`config.mk`:
```
export PLATFORM = sky130hd
export DESIGN_NAME = mem_arbiter
export DESIGN_NICKNAME = d
export VERILOG_FILES = /design/src/rtl/mem_arbiter.sv
export SDC_FILE = /design/constraint.sdc
export NUM_CORES = 1
export LEC_CHECK = 0
export CAP_MARGIN = 20
export CORE_MARGIN = 5
export CORE_UTILIZATION = 36
export DETAILED_ROUTE_END_ITERATION = 12
export GPL_ROUTABILITY_DRIVEN = 0
export PLACE_DENSITY = 0.8
export SLEW_MARGIN = 20
export SYNTH_ARGS = -nofsm -noshare
export SYNTH_HDL_FRONTEND = slang
export SYNTH_SLANG_ARGS = --single-unit
export TNS_END_PERCENT = 50
```
`constraint.sdc`:
```
create_clock -name clk -period 2 [get_ports clk]
set_input_delay 0.2 -clock clk [delete_from_list [all_inputs] [get_ports clk]]
set_output_delay 0.2 -clock clk [all_outputs]
set_load 0.05 [all_outputs]
```
`src/rtl/mem_arbiter.sv`:
```
// =====================================================================
// mem_arbiter: round-robin two-port arbiter plus whole-memory clear
//              sequencer in front of the single-port cube-state memory.
// Revision: 1.0
// =====================================================================
`default_nettype none

module mem_arbiter #(
    parameter int DW  = 24,
    parameter int AW  = 8,
    parameter int MAW = 24
) (
    input  logic           clk,
    input  logic           rst_n,
    input  logic           clr_start,
    output logic           clr_busy,
    input  logic           req0,
    input  logic           we0,
    input  logic [AW-1:0]  addr0,
    input  logic [DW-1:0]  wdata0,
    output logic           gnt0,
    output logic           rvalid0,
    output logic [DW-1:0]  rdata0,
    input  logic           req1,
    input  logic           we1,
    input  logic [AW-1:0]  addr1,
    input  logic [DW-1:0]  wdata1,
    output logic           gnt1,
    output logic           rvalid1,
    output logic [DW-1:0]  rdata1,
    output logic           mem_we,
    output logic [MAW-1:0] mem_addr,
    output logic [DW-1:0]  mem_in,
    input  logic [DW-1:0]  mem_out
);

    typedef enum logic [0:0] {
        S_IDLE  = 1'b0,
        S_CLEAR = 1'b1
    } state_t;

    state_t          state_q;
    logic [AW-1:0]   clr_cnt_q;
    logic            last_gnt_q;
    logic            clr_busy_q;
    logic            rvalid0_q;
    logic            rvalid1_q;
    logic [DW-1:0]   rdata0_q;
    logic [DW-1:0]   rdata1_q;
    logic            arb_en;

    // A clear request pre-empts arbitration in the same cycle.
    assign arb_en = (state_q == S_IDLE) && !clr_start;

    always_comb begin
        gnt0 = 1'b0;
        gnt1 = 1'b0;
        if (arb_en) begin
            if (req0 && req1) begin
                gnt0 = last_gnt_q;
                gnt1 = !last_gnt_q;
            end else begin
                gnt0 = req0;
                gnt1 = req1;
            end
        end
    end

    always_comb begin
        mem_we   = 1'b0;
        mem_addr = '0;
        mem_in   = '0;
        if (state_q == S_CLEAR) begin
            mem_we   = 1'b1;
            mem_addr = MAW'(clr_cnt_q);
        end else if (gnt0) begin
            mem_we   = we0;
            mem_addr = MAW'(addr0);
            mem_in   = wdata0;
        end else if (gnt1) begin
            mem_we   = we1;
            mem_addr = MAW'(addr1);
            mem_in   = wdata1;
        end
    end

    always_ff @(posedge clk) begin
        if (!rst_n) begin
            state_q    <= S_IDLE;
            clr_cnt_q  <= '0;
            last_gnt_q <= 1'b1;
            clr_busy_q <= 1'b0;
            rvalid0_q  <= 1'b0;
            rvalid1_q  <= 1'b0;
            rdata0_q   <= '0;
            rdata1_q   <= '0;
        end else begin
            rvalid0_q <= gnt0 && !we0;
            rvalid1_q <= gnt1 && !we1;
            if (gnt0 && !we0) begin
                rdata0_q <= mem_out;
            end
            if (gnt1 && !we1) begin
                rdata1_q <= mem_out;
            end
            if (gnt0) begin
                last_gnt_q <= 1'b0;
            end else if (gnt1) begin
                last_gnt_q <= 1'b1;
            end

            case (state_q)
                S_IDLE: begin
                    if (clr_start) begin
                        state_q    <= S_CLEAR;
                        clr_busy_q <= 1'b1;
                        clr_cnt_q  <= '0;
                    end
                end
                S_CLEAR: begin
                    // Counter wraps back to zero as the last address is written.
                    clr_cnt_q <= clr_cnt_q + 1'b1;
                    if (&clr_cnt_q) begin
                        state_q    <= S_IDLE;
                        clr_busy_q <= 1'b0;
                    end
                end
                default: begin
                    state_q <= S_IDLE;
                end
            endcase
        end
    end

    assign clr_busy = clr_busy_q;
    assign rvalid0  = rvalid0_q;
    assign rvalid1  = rvalid1_q;
    assign rdata0   = rdata0_q;
    assign rdata1   = rdata1_q;

endmodule

`default_nettype wire
```
==> impl_results.html <==
<table>
<tr><th>Metric</th><th>Value</th></tr>
<tr><th colspan="2">Timing</th></tr>
<tr><td>Final setup viols</td><td>27</td></tr>
<tr><td>Unrepaired setup endpoints after global routing</td><td>yes</td></tr>
<tr><td>Total Negative Setup Slacks</td><td>-0.938 ns</td></tr>
<tr><td>Clk_skew</td><td>0.00343 ns</td></tr>
<tr><td>Fraction of the cycle the final worst path needs</td><td>1.04</td></tr>
<tr><td>Slew HR</td><td>0.612</td></tr>
<tr><td>Min Clock Period, post-route</td><td>2.08 ns</td></tr>
<tr><td>PnR worst setup slack</td><td>-0.0844 ns</td></tr>
<tr><td>Pins Over Slew Limit</td><td>0</td></tr>
<tr><td>Final Hold Viols</td><td>0</td></tr>
<tr><td>Fmax</td><td>0.480 GHz</td></tr>
<tr><td>Worst slew pin tran</td><td>0.580 ns</td></tr>
<tr><th colspan="2">Yosys</th></tr>
<tr><td>Post-synthesis sequential element count</td><td>61</td></tr>
<tr><td>Number of flops mapped to enable cells by yosys</td><td>0</td></tr>
<tr><td>Number of different library cells in the post-synthesis netlist</td><td>32</td></tr>
<tr><td>Area fraction of the dominant cell type after synthesis</td><td>0.415</td></tr>
<tr><td>Most common flop cell mapped by yosys</td><td>sky130_fd_sc_hd__dfxtp_1</td></tr>
<tr><td>Top cells by area, synth</td><td>sky130_fd_sc_hd__dfxtp_1 42%, sky130_fd_sc_hd__mux2i_1 17%, sky130_fd_sc_hd__nand2_1 10%</td></tr>
<tr><td>Sequential fraction of the synthesis area</td><td>0.415</td></tr>
<tr><td>YS warnings</td><td>0</td></tr>
<tr><td>Synthesized area</td><td>2940 um2</td></tr>
<tr><td>Synthesized area per cell</td><td>9.42 um2</td></tr>
<tr><td>Share of synthesized flip-flops with an asynchronous set or reset</td><td>0</td></tr>
<tr><td>Cell type with the highest aggregate area in the netlist</td><td>sky130_fd_sc_hd__dfxtp_1</td></tr>
<tr><td>Number of instances in the synthesized netlist</td><td>312</td></tr>
<tr><th colspan="2">Cells and area</th></tr>
<tr><td>Post-layout instance count excluding filler cells</td><td>613</td></tr>
<tr><td>Share of final-layout standard cells stronger than drive strength 1</td><td>0.195</td></tr>
<tr><td>Area grow syn2layout</td><td>95.2%</td></tr>
<tr><td>Post-layout net count</td><td>599</td></tr>
<tr><td>Final-layout fill cell count</td><td>551</td></tr>
<tr><td>Commonest cells after routing, fill and taps aside</td><td>141 x sky130_fd_sc_hd__clkdlybuf4s50_1, 78 x sky130_fd_sc_hd__nand2_1, 60 x sky130_fd_sc_hd__dfxtp_1</td></tr>
<tr><td>Most frequent standard cell in the layout excluding fill and tap cells</td><td>sky130_fd_sc_hd__clkdlybuf4s50_1</td></tr>
<tr><th colspan="2">Placement</th></tr>
<tr><td>Final HPWL from detailed placement</td><td>8410 um</td></tr>
<tr><td>Buffers added on ports</td><td>180</td></tr>
<tr><td>Placed cells</td><td>588</td></tr>
<tr><th colspan="2">Clock network</th></tr>
<tr><td>Number of clock sinks</td><td>61</td></tr>
<tr><td>Source-to-sink clock delay at the later pin of the worst-skew pair</td><td>0.33 ns</td></tr>
<tr><td>Clock buffer count from CTS</td><td>9</td></tr>
<tr><td>Clock tree from TritonCTS</td><td>built</td></tr>
<tr><td>Clock root cell</td><td>sky130_fd_sc_hd__clkbuf_8</td></tr>
<tr><td>Reg clk slew, reported paths</td><td>0.06 ns</td></tr>
<tr><td>Buffer depth of the longest clock path</td><td>2</td></tr>
<tr><td>H-tree Lvls</td><td>3</td></tr>
<tr><th colspan="2">Routing</th></tr>
<tr><td>Highest metal used</td><td>met4</td></tr>
<tr><td>WL met3</td><td>851 um</td></tr>
<tr><td>Routed via count divided by cell count</td><td>5.01</td></tr>
<tr><td>Mean routed wirelength per cell</td><td>19.8 um</td></tr>
<tr><td>Iter 0 DRT Violations</td><td>82</td></tr>
<tr><td>Number of detailed-route iterations in the first pass</td><td>4</td></tr>
<tr><td>Routed length on met1</td><td>4750 um</td></tr>
<tr><td>Number of nets still failing antenna checks after routing</td><td>0</td></tr>
<tr><td>Total Wirelength</td><td>12,200 um</td></tr>
<tr><td>Met2 routed WL</td><td>6170 um</td></tr>
<tr><td>Remaining DRCs</td><td>0</td></tr>
<tr><td>Total via count in the routed design</td><td>3,071</td></tr>
<tr><th colspan="2">GRT</th></tr>
<tr><td>Number of antenna violations at the first check in global routing</td><td>0</td></tr>
<tr><td>Maximum number of pins on one net before global-route repair</td><td>57</td></tr>
<tr><td>Number of global-route vias before repair</td><td>3,088</td></tr>
<tr><td>Gr usage total</td><td>0.211</td></tr>
<tr><td>GR Overflow Total</td><td>0</td></tr>
<tr><td>Wire length of the first global-routing pass</td><td>16,500 um</td></tr>
<tr><th colspan="2">Critical path</th></tr>
<tr><td>Kind of launch point of the worst setup path</td><td>flop</td></tr>
<tr><td>Critical path, cell by cell</td><td>or3b_4 -&gt; a21oi_4 -&gt; buf_12 -&gt; buf_12 -&gt; a221o_1 -&gt; buf_12</td></tr>
<tr><td>Crit path buffers/inverters</td><td>3</td></tr>
<tr><td>Required time at the worst-slack endpoint</td><td>1.80 ns</td></tr>
<tr><td>Gate family responsible for the most delay along the worst path</td><td>buffers and inverters</td></tr>
<tr><td>Max stage delay on crit path</td><td>0.39 ns</td></tr>
<tr><td>Worst setup path class</td><td>reg -&gt; out</td></tr>
<tr><td>Worst R2R Start</td><td>state_q$_SDFF_PN0_</td></tr>
<tr><td>Start point of the critical path</td><td>state_q$_SDFF_PN0_</td></tr>
<tr><td>Cell type with the highest occurrence count on the critical path</td><td>sky130_fd_sc_hd__buf_12</td></tr>
<tr><td>Maximum fanout count along the critical path</td><td>9</td></tr>
<tr><td>Signal arrival time at the worst endpoint</td><td>1.88 ns</td></tr>
<tr><td>Element type at the critical path end</td><td>primary output</td></tr>
<tr><td>CP max stage cell</td><td>sky130_fd_sc_hd__or3b_4</td></tr>
<tr><th colspan="2">Power and ir drop</th></tr>
<tr><td>Peak supply drop</td><td>0.443 mV</td></tr>
<tr><td>Total power consumption of the routed design</td><td>3.45 mW</td></tr>
<tr><td>Power density normalized to cell area</td><td>601 nW/um2</td></tr>
<tr><td>Static leakage</td><td>2.21 nW</td></tr>
<tr><th colspan="2">Floorplan</th></tr>
<tr><td>Placeable core region</td><td>8090 um2</td></tr>
<tr><td>Chip width</td><td>100 um</td></tr>
<tr><td>Die Area</td><td>10,100 um2</td></tr>
<tr><td>Top-level I/O count</td><td>197</td></tr>
<tr><td>Die boundary height</td><td>100 um</td></tr>
<tr><td>Starting density of the core</td><td>0.363</td></tr>
<tr><td>Count of standard-cell rows</td><td>33</td></tr>
<tr><th colspan="2">Worst hold path</th></tr>
<tr><td>Min-delay src</td><td>rst_n</td></tr>
<tr><td>Path class of the lowest-slack min-delay path</td><td>in -&gt; reg</td></tr>
<tr><th colspan="2">Status</th></tr>
<tr><td>Violations in the final reports</td><td>negative setup slack</td></tr>
<tr><td>Status</td><td>finished with violations</td></tr>
<tr><th colspan="2">Job</th></tr>
<tr><td>Max Cap Viol</td><td>0</td></tr>
</table>
[metal layers]
metal,GRT usage,vias to the layer above
li1,-,1451
met1,0.227,1442
met2,0.381,153
met3,0.0618,25
met4,0.0933,0
met5,0,-
[flip-flops by register name, summed over array words and instances (netlist names)]
register,count
rdata0,24
clr_cnt_q,8
rvalid0,1
rdata1,24
rvalid1,1
last_gnt_q,1
state_q,1
clr_busy,1
[cell type report]
type                            instances  area [um2]  share of cell area
Antenna cell                            1        2.50            0.000436
Timing Repair Buffer                  202        2490               0.434
Sequential cell                        61        1220               0.213
Multi-Input combinational cell        226        1690               0.294
Inverter                                3        11.3             0.00196
Clock inverter                          4        47.5             0.00828
Clock buffer                           11         151              0.0264
Tap cell                              105         131              0.0229
[stage by stage]
stage	utilization	setup slack [ns]	hold slack (ns)	area, um2
4_1_cts	0.684	-0.0541	0.315	5530
3_3_place_gp	0.641	-0.0724	0.440	5190
3_5_place_dp	0.641	-0.0859	0.451	5190
6_report	0.709	-0.0844	0.329	5740
2_1_floorplan	-	-0.0267	0.365	3000
5_1_grt	0.709	-0.149	0.346	5740
[cell usage after synthesis (all sizes together) (2+ instances only)]
cell and count:
a221o 9, and2 9, nand3b 2, o211ai 2
o311ai 2, a21oi 6, a22o 24, nor3b 2
inv 3, o21ai 2, a211oi 2, nand2 78
a21boi 4, buf 26, clkbuf 11, or4 2
nor2 2, mux2i 49, or3b 2, nor2b 3
dfxtp 61, nand3 4
[logic make-up after synthesis]
family | synth area share
compound gates | 0.161
fa+ha+maj | 0.00425
buf+inv | 0.0894
flops | 0.415
mux | 0.167
other cells | 0.00128
simple gates | 0.162
[timing repair]
| item | in CTS | in global routing |
|---|---|---|
| buffers inserted | 2 | 2 |
| gates resized for setup | 13 | 17 |
| gates cloned | 2 | 4 |
| hold buffers | 0 | 0 |
| pin swaps | 12 | 12 |
| endpoints found under the setup margin | 33 | 35 |
[final timing paths]
path                        endpoint  slack [ns]  depth (start not counted)
min reg2reg   rdata1[1]$_SDFFE_PN0P_        0.46                          2
min          last_gnt_q$_SDFFE_PN1P_        0.33                          2
max reg2reg   rdata0[7]$_SDFFE_PN0P_        0.34                          5
max                      mem_addr[7]       -0.08                          6
[where the power goes]
group	total (mW)	switching, mW	internal (mW)
sequential	1.27	0.0208	1.25
combinational	1.09	0.570	0.517
clock	1.09	0.462	0.632
total	3.45	1.05	2.40
(Power assumes the default switching activity.)
